## config.mk

```make
export PLATFORM = sky130hd
export DESIGN_NAME = lsu_dmem_if
export DESIGN_NICKNAME = d
export VERILOG_FILES = /design/src/rtl/lsu_pkg.sv /design/src/rtl/lsu_align.sv /design/src/rtl/lsu_dmem_if.sv
export SDC_FILE = /design/constraint.sdc
export NUM_CORES = 1
export LEC_CHECK = 0
export CAP_MARGIN = 0
export CORE_MARGIN = 4
export CORE_UTILIZATION = 47
export DETAILED_ROUTE_END_ITERATION = 6
export PLACE_DENSITY_LB_ADDON = 0.2
export SLEW_MARGIN = 20
export SYNTH_ARGS = -nofsm -noshare
export SYNTH_HDL_FRONTEND = slang
export SYNTH_SLANG_ARGS = --single-unit
```

## constraint.sdc

```tcl
create_clock -name clk -period 2.96 [get_ports clk]
set_input_delay 0.296 -clock clk [delete_from_list [all_inputs] [get_ports clk]]
set_output_delay 0.296 -clock clk [all_outputs]
set_load 0.01 [all_outputs]
```

## src/rtl/lsu_pkg.sv

```systemverilog
// Shared encodings for the load/store unit: access sizes, FSM states and
// the alignment predicate used when LSU_MISALIGN_TRAP_EN is defined.
package lsu_pkg;

  localparam logic [1:0] LS_BYTE = 2'b00;
  localparam logic [1:0] LS_HALF = 2'b01;
  localparam logic [1:0] LS_WORD = 2'b11;

  typedef enum logic [1:0] {
    ST_IDLE = 2'd0,
    ST_REQ  = 2'd1,
    ST_WAIT = 2'd2
  } lsu_state_t;

  // Reserved size 2'b10 behaves as a word, so anything not byte/half needs
  // both low address bits clear.
  function automatic logic is_misaligned(input logic [1:0] size,
                                         input logic [1:0] addr_lo);
    logic mis;
    case (size)
      LS_BYTE: mis = 1'b0;
      LS_HALF: mis = addr_lo[0];
      default: mis = |addr_lo;
    endcase
    return mis;
  endfunction

endpackage

```

## src/rtl/lsu_align.sv

```systemverilog
// Lane steering for the LSU: store byte enables and data replication, plus
// load lane extraction with sign/zero extension. Purely combinational.
module lsu_align
  import lsu_pkg::*;
(
  input  logic [1:0]  lst,
  input  logic [1:0]  addr_lo,
  input  logic        lu,
  input  logic [31:0] wdata_raw,
  input  logic [31:0] rdata_raw,
  output logic [3:0]  be,
  output logic [31:0] wdata_lane,
  output logic [31:0] rdata_ext
);

  logic [7:0]  byte_sel;
  logic [15:0] half_sel;

  always_comb begin
    be         = 4'b1111;
    wdata_lane = wdata_raw;
    case (lst)
      LS_BYTE: begin
        be         = 4'b0001 << addr_lo;
        wdata_lane = {4{wdata_raw[7:0]}};
      end
      LS_HALF: begin
        be         = 4'b0011 << {addr_lo[1], 1'b0};
        wdata_lane = {2{wdata_raw[15:0]}};
      end
      default: begin
        be         = 4'b1111;
        wdata_lane = wdata_raw;
      end
    endcase
  end

  always_comb begin
    byte_sel = rdata_raw[7:0];
    case (addr_lo)
      2'd0: byte_sel = rdata_raw[7:0];
      2'd1: byte_sel = rdata_raw[15:8];
      2'd2: byte_sel = rdata_raw[23:16];
      2'd3: byte_sel = rdata_raw[31:24];
      default: byte_sel = rdata_raw[7:0];
    endcase
    half_sel = addr_lo[1] ? rdata_raw[31:16] : rdata_raw[15:0];
  end

  always_comb begin
    rdata_ext = rdata_raw;
    case (lst)
      LS_BYTE: rdata_ext = {{24{~lu & byte_sel[7]}}, byte_sel};
      LS_HALF: rdata_ext = {{16{~lu & half_sel[15]}}, half_sel};
      default: rdata_ext = rdata_raw;
    endcase
  end

endmodule

```

## src/rtl/lsu_dmem_if.sv

```systemverilog
// Load/store unit between execute and data memory: req/gnt/rvalid handshake,
// registered completion pulse. Optional misalignment trap: LSU_MISALIGN_TRAP_EN.
module lsu_dmem_if
  import lsu_pkg::*;
#(
  parameter int ADDR_W = 32
) (
  input  logic              clk,
  input  logic              rstn,
  input  logic              start,
  input  logic              mem_read,
  input  logic              mem_write,
  input  logic [1:0]        lst,
  input  logic              lu,
  input  logic [ADDR_W-1:0] addr,
  input  logic [31:0]       wdata,
  output logic              lsu_busy,
  output logic              lsu_done,
  output logic [31:0]       rdata,
`ifdef LSU_MISALIGN_TRAP_EN
  output logic              lsu_misaligned,
`endif
  output logic              dm_req,
  output logic              dm_we,
  output logic [3:0]        dm_be,
  output logic [ADDR_W-1:0] dm_addr,
  output logic [31:0]       dm_wdata,
  input  logic              dm_gnt,
  input  logic              dm_rvalid,
  input  logic [31:0]       dm_rdata
);

  // Handshake: dm_req is held with stable addr/we/be/wdata until the cycle
  // dm_gnt is sampled high; dm_rvalid is honoured only in WAIT, dm_gnt only
  // in REQ. lsu_done is a registered one-cycle pulse after the final beat.

  lsu_state_t        state_q, state_d;
  logic [ADDR_W-1:0] addr_q, addr_d;
  logic [1:0]        lst_q, lst_d;
  logic              lu_q, lu_d;
  logic [31:0]       wdata_q, wdata_d;
  logic              write_q, write_d;
  logic              done_q, done_d;
  logic [31:0]       rdata_q, rdata_d;

  logic              accept;
  logic              trap;
  logic [3:0]        be;
  logic [31:0]       wdata_lane;
  logic [31:0]       rdata_ext;

  lsu_align u_align (
    .lst        (lst_q),
    .addr_lo    (addr_q[1:0]),
    .lu         (lu_q),
    .wdata_raw  (wdata_q),
    .rdata_raw  (dm_rdata),
    .be         (be),
    .wdata_lane (wdata_lane),
    .rdata_ext  (rdata_ext)
  );

  assign accept = start & (mem_read | mem_write);

`ifdef LSU_MISALIGN_TRAP_EN
  logic mis_q, mis_d;
  assign trap           = is_misaligned(lst, addr[1:0]);
  assign lsu_misaligned = mis_q;
`else
  assign trap = 1'b0;
`endif

  always_comb begin
    state_d = state_q;
    addr_d  = addr_q;
    lst_d   = lst_q;
    lu_d    = lu_q;
    wdata_d = wdata_q;
    write_d = write_q;
    done_d  = 1'b0;
    rdata_d = rdata_q;
`ifdef LSU_MISALIGN_TRAP_EN
    mis_d   = 1'b0;
`endif
    case (state_q)
      ST_IDLE: begin
        if (accept) begin
          if (trap) begin
            // Completes in place: no request, registers and rdata untouched.
            done_d = 1'b1;
`ifdef LSU_MISALIGN_TRAP_EN
            mis_d  = 1'b1;
`endif
          end else begin
            addr_d  = addr;
            lst_d   = lst;
            lu_d    = lu;
            wdata_d = wdata;
            write_d = ~mem_read;
            state_d = ST_REQ;
          end
        end
      end
      ST_REQ: begin
        if (dm_gnt) begin
          if (write_q) begin
            done_d  = 1'b1;
            state_d = ST_IDLE;
          end else begin
            state_d = ST_WAIT;
          end
        end
      end
      ST_WAIT: begin
        if (dm_rvalid) begin
          rdata_d = rdata_ext;
          done_d  = 1'b1;
          state_d = ST_IDLE;
        end
      end
      default: state_d = ST_IDLE;
    endcase
  end

  always_ff @(posedge clk or negedge rstn) begin
    if (!rstn) begin
      state_q <= ST_IDLE;
      addr_q  <= '0;
      lst_q   <= 2'b00;
      lu_q    <= 1'b0;
      wdata_q <= 32'h0;
      write_q <= 1'b0;
      done_q  <= 1'b0;
      rdata_q <= 32'h0;
    end else begin
      state_q <= state_d;
      addr_q  <= addr_d;
      lst_q   <= lst_d;
      lu_q    <= lu_d;
      wdata_q <= wdata_d;
      write_q <= write_d;
      done_q  <= done_d;
      rdata_q <= rdata_d;
    end
  end

`ifdef LSU_MISALIGN_TRAP_EN
  always_ff @(posedge clk or negedge rstn) begin
    if (!rstn) mis_q <= 1'b0;
    else       mis_q <= mis_d;
  end
`endif

  // Memory-side fields are masked in IDLE so the bus reads all-zero at rest.
  assign lsu_busy = (state_q != ST_IDLE);
  assign lsu_done = done_q;
  assign rdata    = rdata_q;
  assign dm_req   = (state_q == ST_REQ);
  assign dm_we    = lsu_busy & write_q;
  assign dm_be    = lsu_busy ? be : 4'b0000;
  assign dm_addr  = lsu_busy ? {addr_q[ADDR_W-1:2], 2'b00} : '0;
  assign dm_wdata = (lsu_busy & write_q) ? wdata_lane : 32'h0;

endmodule

```

==> implementation parameters <==
Parameter                              Value

Routing
  DRC violation count after routing    0
  Routed via count divided by cell count    approximately 5.4
  Final WL    14.9 mm
  Router iterations before antenna repair    4
  Drt first-iter violations    199
  Total via count in the routed design    approximately 4,500
  Post-route ant nets    0
  Routed len/inst    around 18 µm

Critical path
  Setup slack of the most critical reg-to-reg path    ~0.88 ns
  Crit path max fanout    16
  CP Data Required Time    around 2.7 ns
  End of the worst register-to-register path    rdata[7]$_DFFE_PN0P_
  Total buffers and inverters traversed by the critical path    1
  Crit path cell chain    nand2b_1 > a21oi_1 > nor2_1 > clkdlybuf4s50_1
  Longest individual stage delay on the worst path    a little under 0.8 ns
  Cell type of the slowest stage on the worst timing path    sky130_fd_sc_hd__dfrtp_1
  Crit-path leading delay family    flip-flops
  Worst-case reg-to-reg path depth    4
  Signal arrival time at the worst endpoint    ~2.4 ns
  Source of the worst register-to-register timing path    lst_q[0]$_DFFE_PN0P_
  Endpoint class of the critical path    primary output
  Critical path class    reg -> out
  Type of element launching the critical path    register

Synthesis
  Most used DFF post-synth    sky130_fd_sc_hd__dfrtp_1
  Post-synthesis async set-or-reset flop share    between 90% and 100%
  Number of instances in the synthesized netlist    496
  Sequential cell area fraction in the yosys report    about half
  Number of synthesis warnings    0
  Post-synthesis register bit count    around 100
  Netlist Area Pre-Place    5270 µm²
  Syn Area/Cell    approximately 11 µm²
  Number of flops mapped to enable cells by yosys    0
  Library cells used by synthesis    45

Power
  Post-route total power    roughly 8 mW
  Switching Fraction    between 30% and 40%
  Clock Power Share    between 10% and 20%
  Part of the total power dissipated in combinational logic    between 50 and 60%
  Cell Pwr Density    a little over 1000 nW/µm²
  Internal power component    around 5.0 mW
  Leakage power figure    between 3 and 4 nW
  Worst voltage drop across the vdd grid    0.000470 V
  Sequential share of power    33.9%
  Switching pwr    about 2.9 mW

GRT
  Initial antenna violation count    0
  Wire length of the first global-routing pass    roughly 24 mm
  Met1 routing resource usage after global routing    ~29%
  Layer with the highest usage after global routing    met2
  Global-route usage over all layers    ~23%
  Number of global-route vias before repair    roughly 4,800
  Global route overflow    0
  Met2 GRT Util    38.6%
  Met3 layer usage reported by global route    5.78%
  Maximum number of pins on one net before global-route repair    70

Die
  Initial cell density of the core    about half
  Boundary pin count    210
  Rows    38
  Placeable core region    around 11,000 µm²
  Y dimension of the die    about 110 µm
  Die area    13,000 µm²
  Die W    114 µm

Finish
  Fraction of final layout cells sized beyond drive strength 1    15.6%
  Area overhead of the layout relative to synthesis    45.1%
  Most common library cell in the layout ignoring fill and taps    sky130_fd_sc_hd__clkdlybuf4s50_1
  Fillers    approximately 870
  Post-route core utilization    70.2%
  N_diodes    0
  Most used cells in the layout excluding fill and tap cells    sky130_fd_sc_hd__clkdlybuf4s50_1 (206), sky130_fd_sc_hd__dfrtp_1 (102), sky130_fd_sc_hd__mux2_2 (61)
  Post-layout net count    between 700 and 800

Clock tree
  Clock tree from TritonCTS    yes
  Clock sink total    103
  Post-CTS Hold Fix Bufs    0
  Clock Tree Buf Depth    2
  Buffer count from post-CTS setup fixing    0
  CTS root buffer    sky130_fd_sc_hd__clkbuf_8
  Worst-skew pair later-pin latency    0.37 ns
  Number of buffers created by CTS    9
  Clock Pin Slew Worst Setup and Hold Paths    around 0.1 ns
  CTS-repair resized insts    0
  CTS H-tree depth    3

STA
  Worst hold slack    just over 0.02 ns
  Final count of negative-setup-slack endpoints    0
  Setup repair after global routing missed its margin    false
  Min cycle time layout    approximately 2.7 ns
  Portion of the clock cycle consumed by the worst path in the final layout    92.2%
  Final TNS setup    0 ns
  Relative max-transition margin    around two fifths
  Maximum clock rate    between 300 and 400 MHz
  Pins over their slew limit    0
  Actual transition at the worst max-transition pin    approximately 0.88 ns
  Number of hold violations in the final report    0
  Final setup skew    ~0.0063 ns

Job
  Number of max-cap violations    0

Placed design
  Global placement routability congestion    0.868
  Count of input and output buffers    just over 200
  Final HPWL DP    around 11 mm

Hold path
  Worst min-delay path category    in -> async

Run status
  Run status    finished, final reports clean
[sequential cells by signal, indices dropped and copies added (netlist names)]
register,flops
write_q,1
lst_q,2
lu_q,1
addr_q,32
lsu_done,1
state_q,2
rdata,32
wdata_q,32
[synth_stat cells (3+ instances only)]
cell type                   instances  area (µm²)
sky130_fd_sc_hd__a21oi_1           27         135
sky130_fd_sc_hd__nand3_1           33         165
sky130_fd_sc_hd__nor2b_1           31         194
sky130_fd_sc_hd__inv_1              5        18.8
sky130_fd_sc_hd__buf_6              3        33.8
sky130_fd_sc_hd__mux2_4             8         120
sky130_fd_sc_hd__nand2_1           50         188
sky130_fd_sc_hd__dfrtp_1          103        2580
sky130_fd_sc_hd__clkbuf_1          14        52.6
sky130_fd_sc_hd__a221oi_1           7        61.3
sky130_fd_sc_hd__nor2_1            38         143
sky130_fd_sc_hd__a22o_1             7        61.3
sky130_fd_sc_hd__buf_4              4        30.0
sky130_fd_sc_hd__o21ai_0           13        65.1
sky130_fd_sc_hd__a2bb2oi_1          6        52.6
sky130_fd_sc_hd__or4b_1             6        60.1
sky130_fd_sc_hd__ha_1               3        37.5
sky130_fd_sc_hd__mux2_2            61         687
sky130_fd_sc_hd__mux2i_1           17         170
sky130_fd_sc_hd__a31oi_1            6        37.5
sky130_fd_sc_hd__and2_1            11        68.8
sky130_fd_sc_hd__buf_2             15        75.1
[per-layer routing]
metal  up-vias  share of wire [%]
li1       2106                  -
met5         -                  0
met2       210                 48
met1      2175                 41
met3        29                8.1
met4         0                2.4
[power by group through the flow]
stage	registers (mW)	logic, mW	clock network [mW]
2_1_floorplan	2.54	2.37	0
3_3_place_gp	2.64	4.09	0
3_5_place_dp	2.68	4.16	0
4_1_cts	2.65	4.18	1.04
5_1_grt	2.75	4.51	1.09
6_report	2.65	4.15	1.01
[per-stage QoR]
step / setup WS (ns) / instance area, µm² / instances
6_report: 0.231 / 7640 / 834
5_1_grt: 0.0840 / 7640 / 834
4_1_cts: 0.220 / 7640 / 834
3_5_place_dp: 0.633 / 7410 / 818
3_3_place_gp: 0.638 / 7410 / 818
2_1_floorplan: 1.17 / 5270 / 497
[cells by family (layout without fill, tap and decap cells)]
kind of cell               count (synthesis)  in the layout  synth area share (%)
AOI/OAI and AO/OA                         75             75                  9.17
adders and majority gates                  3              3                 0.713
buffers and inverters                     47            244                  4.82
DFF                                      103            103                  48.9
muxes                                     88             88                  19.4
other                                      1              2                0.0712
and+or+nand+nor                          179            179                  16.9
[how the worst max path moves through the flow]
| stage | to | from | depth (start not counted) |
|---|---|---|---|
| floorplan | wdata_q[20]$_DFFE_PN0P_ | state_q[0]$_DFFE_PN0P_ | 9 |
| global placement | addr_q[28]$_DFFE_PN0P_ | mem_read | 5 |
| detailed placement | addr_q[17]$_DFFE_PN0P_ | mem_read | 5 |
| CTS | dm_be[0] | lst_q[0]$_DFFE_PN0P_ | 4 |
| global route | dm_be[0] | lst_q[0]$_DFFE_PN0P_ | 4 |
| finish | dm_be[0] | lst_q[0]$_DFFE_PN0P_ | 4 |
[final cells by class]
type	instances	area, µm²	area share, %
Inverter	8	35.0	0.458
Sequential cell	103	2580	33.7
Multi-Input combinational cell	347	2440	32.0
Timing Repair Buffer	220	2180	28.5
Tap cell	140	175	2.29
Clock buffer	12	155	2.03
Clock inverter	4	76.3	0.999
Note: power is estimated with default switching activity, not from simulation.
